<file path="config.mk">
export PLATFORM = sky130hd
export DESIGN_NAME = prog_loader
export DESIGN_NICKNAME = d
export VERILOG_FILES = /design/src/rtl/prog_loader.sv
export SDC_FILE = /design/constraint.sdc
export NUM_CORES = 1
export LEC_CHECK = 0
export ABC_AREA = 1
export CAP_MARGIN = 20
export CELL_PAD_IN_SITES_DETAIL_PLACEMENT = 1
export CELL_PAD_IN_SITES_GLOBAL_PLACEMENT = 2
export CORE_MARGIN = 2
export CORE_UTILIZATION = 44
export DETAILED_ROUTE_END_ITERATION = 16
export GPL_TIMING_DRIVEN = 0
export PLACE_DENSITY = 0.92
export SLEW_MARGIN = 20
export SYNTH_ARGS = -nofsm -noshare
export SYNTH_HDL_FRONTEND = slang
export SYNTH_SLANG_ARGS = --single-unit
</file>
<file path="constraint.sdc">
create_clock -name clk -period 5.4 [get_ports clk]
set_input_delay 0.81 -clock clk [delete_from_list [all_inputs] [get_ports clk]]
set_output_delay 0.81 -clock clk [all_outputs]
set_load 0.005 [all_outputs]
</file>
<file path="src/rtl/prog_loader.sv">
// prog_loader: loads a program from tile pins into a 2^AW x DW instruction store and serves fetches.
// Optional checksum stage after the program bytes is enabled by defining PROG_CHECKSUM_EN.
module prog_loader #(
    parameter int AW = 4,
    parameter int DW = 8
) (
    input  logic          clk,
    input  logic          rst,
    input  logic [DW-1:0] ld_data,
    input  logic          ld_strobe,
    input  logic          ld_req,
    input  logic [AW-1:0] fetch_addr,
    output logic [DW-1:0] fetch_instr,
    output logic          cpu_run,
    output logic          ld_busy,
    output logic          err,
    output logic [AW:0]   byte_cnt
);
    localparam int          DEPTH   = 1 << AW;
    localparam logic [AW:0] CNT_ONE = (AW+1)'(1);

`ifdef PROG_CHECKSUM_EN
    typedef enum logic [2:0] {S_HDR, S_LOAD, S_CHK, S_RUN, S_ERR} state_t;
`else
    typedef enum logic [2:0] {S_HDR, S_LOAD, S_RUN, S_ERR} state_t;
`endif

    state_t           state_q, state_d;
    logic [2:0]       stb_sync, req_sync;
    logic             stb_p, req_p;
    logic [DW-1:0]    ld_byte;
    logic [DW-1:0]    mem [DEPTH];
    logic [DEPTH-1:0] valid_q;
    logic [AW:0]      len_q;
    logic [AW:0]      cnt_nxt;
    logic             hdr_ok, do_hdr, do_wr;

    // Two sync flops, an edge-history flop, and a registered pulse so the action
    // lands on the 4th clock edge after the pin edge.
    always_ff @(posedge clk or posedge rst) begin
        if (rst) begin
            stb_sync <= '0;
            req_sync <= '0;
            stb_p    <= 1'b0;
            req_p    <= 1'b0;
        end else begin
            stb_sync <= {stb_sync[1:0], ld_strobe};
            req_sync <= {req_sync[1:0], ld_req};
            stb_p    <= stb_sync[1] & ~stb_sync[2];
            req_p    <= req_sync[1] & ~req_sync[2];
        end
    end

    // Data is captured while the strobe is guaranteed high, not when the pulse acts:
    // the strobe may already have dropped (and data changed) by the action edge.
    always_ff @(posedge clk) begin
        if (stb_sync[1] & ~stb_sync[2])
            ld_byte <= ld_data;
    end

    assign cnt_nxt = byte_cnt + CNT_ONE;
    assign hdr_ok  = (ld_byte != '0) && (int'(ld_byte) <= DEPTH);

`ifdef PROG_CHECKSUM_EN
    logic [DW-1:0] sum_q;

    always_ff @(posedge clk or posedge rst) begin
        if (rst)
            sum_q <= '0;
        else if (req_p)
            sum_q <= '0;
        else if (do_wr)
            sum_q <= sum_q + ld_byte;
    end
`endif

    always_comb begin
        state_d = state_q;
        do_hdr  = 1'b0;
        do_wr   = 1'b0;
        if (req_p) begin
            state_d = S_HDR;
        end else if (stb_p) begin
            case (state_q)
                S_HDR: begin
                    if (hdr_ok) begin
                        do_hdr  = 1'b1;
                        state_d = S_LOAD;
                    end else begin
                        state_d = S_ERR;
                    end
                end
                S_LOAD: begin
                    do_wr = 1'b1;
                    if (cnt_nxt == len_q)
`ifdef PROG_CHECKSUM_EN
                        state_d = S_CHK;
`else
                        state_d = S_RUN;
`endif
                end
`ifdef PROG_CHECKSUM_EN
                S_CHK:   state_d = (ld_byte == sum_q) ? S_RUN : S_ERR;
`endif
                default: state_d = state_q;
            endcase
        end
    end

    always_ff @(posedge clk or posedge rst) begin
        if (rst) begin
            state_q  <= S_HDR;
            valid_q  <= '0;
            byte_cnt <= '0;
            len_q    <= '0;
        end else begin
            state_q <= state_d;
            if (req_p) begin
                valid_q  <= '0;
                byte_cnt <= '0;
            end else if (do_hdr) begin
                len_q    <= ld_byte[AW:0];
                byte_cnt <= '0;
            end else if (do_wr) begin
                valid_q[byte_cnt[AW-1:0]] <= 1'b1;
                byte_cnt                  <= cnt_nxt;
            end
        end
    end

    always_ff @(posedge clk) begin
        if (do_wr)
            mem[byte_cnt[AW-1:0]] <= ld_byte;
    end

    assign fetch_instr = valid_q[fetch_addr] ? mem[fetch_addr] : '0;
    assign cpu_run     = (state_q == S_RUN);
    assign err         = (state_q == S_ERR);
    assign ld_busy     = ~cpu_run & ~err;
endmodule
</file>
# Word-level counts from Yosys, hierarchy flattened
# Memories as Yosys holds them, arrays and structs flattened.
# Index checks and enable logic that the tools add are counted.
# word_totals
memories	1
ramBits	128
word_cells	66
regBits	45
output_inout_bits	16
input_bits	16
# classes
eq_ne	6
n_mux	25
n_bitwise	9
reduce_logical	11
addsub	1
order_cmp	4
# memory_table
name	words	word_bits	rd	rd_ports_with_merged_regs	wr	line	rtl
mem	16	8	1	0	1	32	logic [DW-1:0] mem [DEPTH];
# op_table
cell	count
$mux W16	3
$or A16 B16 Y16	1
$mux W5	3
$mux W1	11
$lt A4 B5 Y1 const B	2
$mux W3	3
$le A8 B5 Y1 const B	1
$mux W8	1
$reduce_bool A8 Y1	1
$eq A3 B2 Y1 const B	2
$pmux W3 S2	1
$reduce_bool A3 Y1	2
$add A5 B1 Y5 const B	1
$eq A5 B5 Y1	1
$not A1 Y1	5
$bmux W1 S4	1
$demux W1 S4	1
$ge A4 B1 Y1 const B	1
$reduce_and A2 Y1	2
$reduce_bool A2 Y1	2
$and A1 B1 Y1	3
$eq A3 B1 Y1 const B	1
$logic_not A3 Y1	1
$ne A3 B3 Y1 const B	1
4 further kinds	5

# Logic depth before layout (Yosys ltp)
# logic_depth
word_depth	8
mapped_depth	13
depth_no_buf	11

# Least setup slack after synthesis
# Ideal clock, no wire load.
# synth_timing
path_kind	input port to output port
from	in fetch_addr[0]
to	out fetch_instr[5]
path_slack_ps	2869
arrival_time_ps	1721
cell_stages	12
required_ps	4590
path_buffers	3
cell_sequence	buf_6 inv_4 buf_8 buf_12 nor2_1 nor2_1 o21ai_1 nand3_1 nand2_1 o22ai_1 nand2_1 inv_1
# synth_via
elab_chain_len	3
elab_cells_between_ends	4
cone_classes	3 x mux; 1 x memory
# synth_rtl
item	line	rtl
from (decl)	12	input logic [AW-1:0] fetch_addr,
$bmux W1 S4	136	assign fetch_instr = valid_q[fetch_addr] ? mem[fetch_addr] : '0;
$mux W1 (not written as such)	136	
$mux W8 (*)	136	
to (decl)	13	output logic [DW-1:0] fetch_instr,
# Every way passes the cells marked *; elsewhere a longest branch is shown, timed or not. The select of a mux whose other input is x is not followed.

# Worst setup path after layout
# layout_timing
from	in fetch_addr[3]
to	out fetch_instr[6]
# The elaborated chain is that of the path after synthesis.

==> metrics <==
post-detail-place hpwl 13.3 mm; Synth area leaders edfxtp_1 (56%), dfrtp_1 (12%), nor2_1 (7.0%); antenna diode count 0; 1st-iter DRT viols 451; clk buf depth 2; status finished clean; I/O Buffers 28; Slew Limit Fails 0; ys async rst share 20.9%; Final Skew 0.00883 ns; kind of end point of the critical path output pin; Die ar. 17600 sq um; layout cells sized above 1 8.64%; max_cap viols 0; CP max-delay cell clkdlybuf4s50_1; Hold-fix buffers, CTS 0; DRC errors left 0; wirelength, routed 20.0 mm; Placement Setup Slack 1.83 ns; Min-Delay Path Class reg2reg; Worst Max-Slew Pin Slew 1.05 ns; Num CTS Buffers 17; peak supply drop 0.212 mV; initial antenna violation count 0; Mapped Nets 677; die height 132 um; Gate Count Post-Synth 657; vias per inst 5.63; P_leak 0.00312 uW; clock latency on the worst-skew pair 0.43 ns; area leader, netlist edfxtp_1; drt pass-1 iters 8; critical path arrival 2.86 ns; Ys Warns 0; CP startpoint kind input pin; H-tree lvl count 4; f_max 272 MHz; post-CTS sizing 0; Die Wd 132 um; overall routing resource usage 23.7%; PD cells 355 nW/um^2; vias in the first global route 5580; clk sinks 172; worst setup margin 1.73 ns; unrepaired setup endpoints after global routing false; CP Cell Sequence clkdlybuf4s50_1, inv_1, buf_2, nand2_1, o22ai_1, nand2_1, inv_1, clkdlybuf4s50_1; ys flop type edfxtp_1; Final Wtd Congestion 0.837; Tcrit/Tclk final 68.0%; top-area cell type share of the netlist area 56.2%; Worst EP required 4.59 ns; Final Core Density 52.5%; Avg Cell Area, Syn 11.1 sq um; Slew HR 29.8%; crit-path max FO 10; Yosys cell types 31; Final setup violation count 0; first-pass GRT wire length 31.2 mm; Post-synth EDFFs 136; Initial Util 45.4%; Rows 46; Setup Buffers After CTS 0; clk slew on worst S/H paths 0.06 ns; mapped cell area 7260 sq um; Crit Path Category in2out; Hold Violations, Final 0; fin crit period 3.67 ns; # IOs 32; Synth Register Bits 172; Core Region 16000 sq um; area growth from synthesis to layout 15.7%; drt wl/cell 21.4 um; root buf cell clkbuf_16; crit-path max cell delay 0.57 ns; largest net degree at the start of global routing 37; via count of the routed design 5259; setup TNS 0 ns; CTS tree yes; antenna-violating nets left 0; nets 725; total congestion overflow 0; sequential fraction of the synthesis area 68.6%
## sequential cells by signal (all words and copies together) (netlist names)
signal    flops
byte_cnt      5
valid_q      16
req_p         1
stb_p         1
req_sync      3
ld_byte       8
stb_sync      3
state_q       2
len_q         5
mem         128
## final cells by class
cell class / instances / area [sq um]
clock buffers: 26 / 499
well taps: 216 / 270
flip-flops and latches: 172 / 4980
fillers: 1725 / 7590
plain buffers: 31 / 215
clock inverters: 6 / 85.1
multi-input cells: 408 / 1890
inverters: 46 / 175
repair buffers: 29 / 288
## synth_stat cells, types with 4 or more instances
master	n
clkbuf_1	4
nand4_1	6
o21a_1	12
ha_1	4
o211ai_1	8
dfrtp_1	36
nand3_1	32
a21oi_1	6
buf_2	13
o22ai_1	13
inv_1	42
buf_4	4
o21ai_0	81
o21ai_1	19
buf_6	5
nor2_1	135
nand2_1	85
edfxtp_1	136
## worst paths after layout
path,start,to,slack [ns],depth (start not counted)
max in group asynchronous,rst,len_q[4],4.05,2
max,fetch_addr[3],fetch_instr[6],1.73,8
min reg2reg,req_sync[0],req_sync[1],0.36,0
max reg2reg,state_q[1],mem[5][7],2.88,7
min,req_sync[0],req_sync[1],0.36,0
min in group asynchronous,rst,len_q[1],0.85,2
## critical path: cells and delay by family
kind,cells,cell delay (ns)
buffers and inverters,5,1.67
AOI/OAI and AO/OA,1,0.19
and+or+nand+nor,2,0.17
## where the power goes
| group | total (uW) | internal (uW) | switching (uW) |
|---|---|---|---|
| clock network | 1230 | 731 | 497 |
| logic | 264 | 104 | 160 |
| registers | 1490 | 1460 | 36.0 |
## layer usage
metal	wire length, um	global-route usage, %	vias up
li1	-	-	2357
met1	8540	30.4	2688
met2	10000	40.5	169
met3	901	4.18	45
met4	551	8.72	0
met5	0	0	-
## cells in the final DEF (no fill, tap or decap), drive strengths merged
cell type and instances:
a21oi 6, buf 26, bufinv 2, clkbuf 32, clkdlybuf4s50 28, clkinv 4, dfrtp 36, edfxtp 136
ha 4, inv 46, mux2i 1, nand2 87, nand3 32, nand4 6, nor2 137, nor3 1
o211ai 8, o21a 12, o21ai 100, o22ai 13, xnor2 1
## kinds of logic after synthesis
group	after synthesis	synth area share, %
flip-flops	172	68.6
XOR/XNOR	1	0.121
AND/OR/NAND/NOR	263	14.6
buffers and inverters	77	5.37
adder cells (fa/ha/maj)	4	0.689
AO/OA/AOI/OAI	139	10.5
multiplexers	1	0.138
## through the flow
step	cell area, sq um	cells	total power [uW]	hold slack, ns
after floorplan	7260	657	1660	0.331
after global placement	7820	901	1770	0.343
after detailed placement	7820	901	1780	0.336
after CTS	8400	933	2990	0.361
after global routing	8410	934	3070	0.377
final	8410	934	2980	0.359
Note: power is estimated with default switching activity, not from simulation.
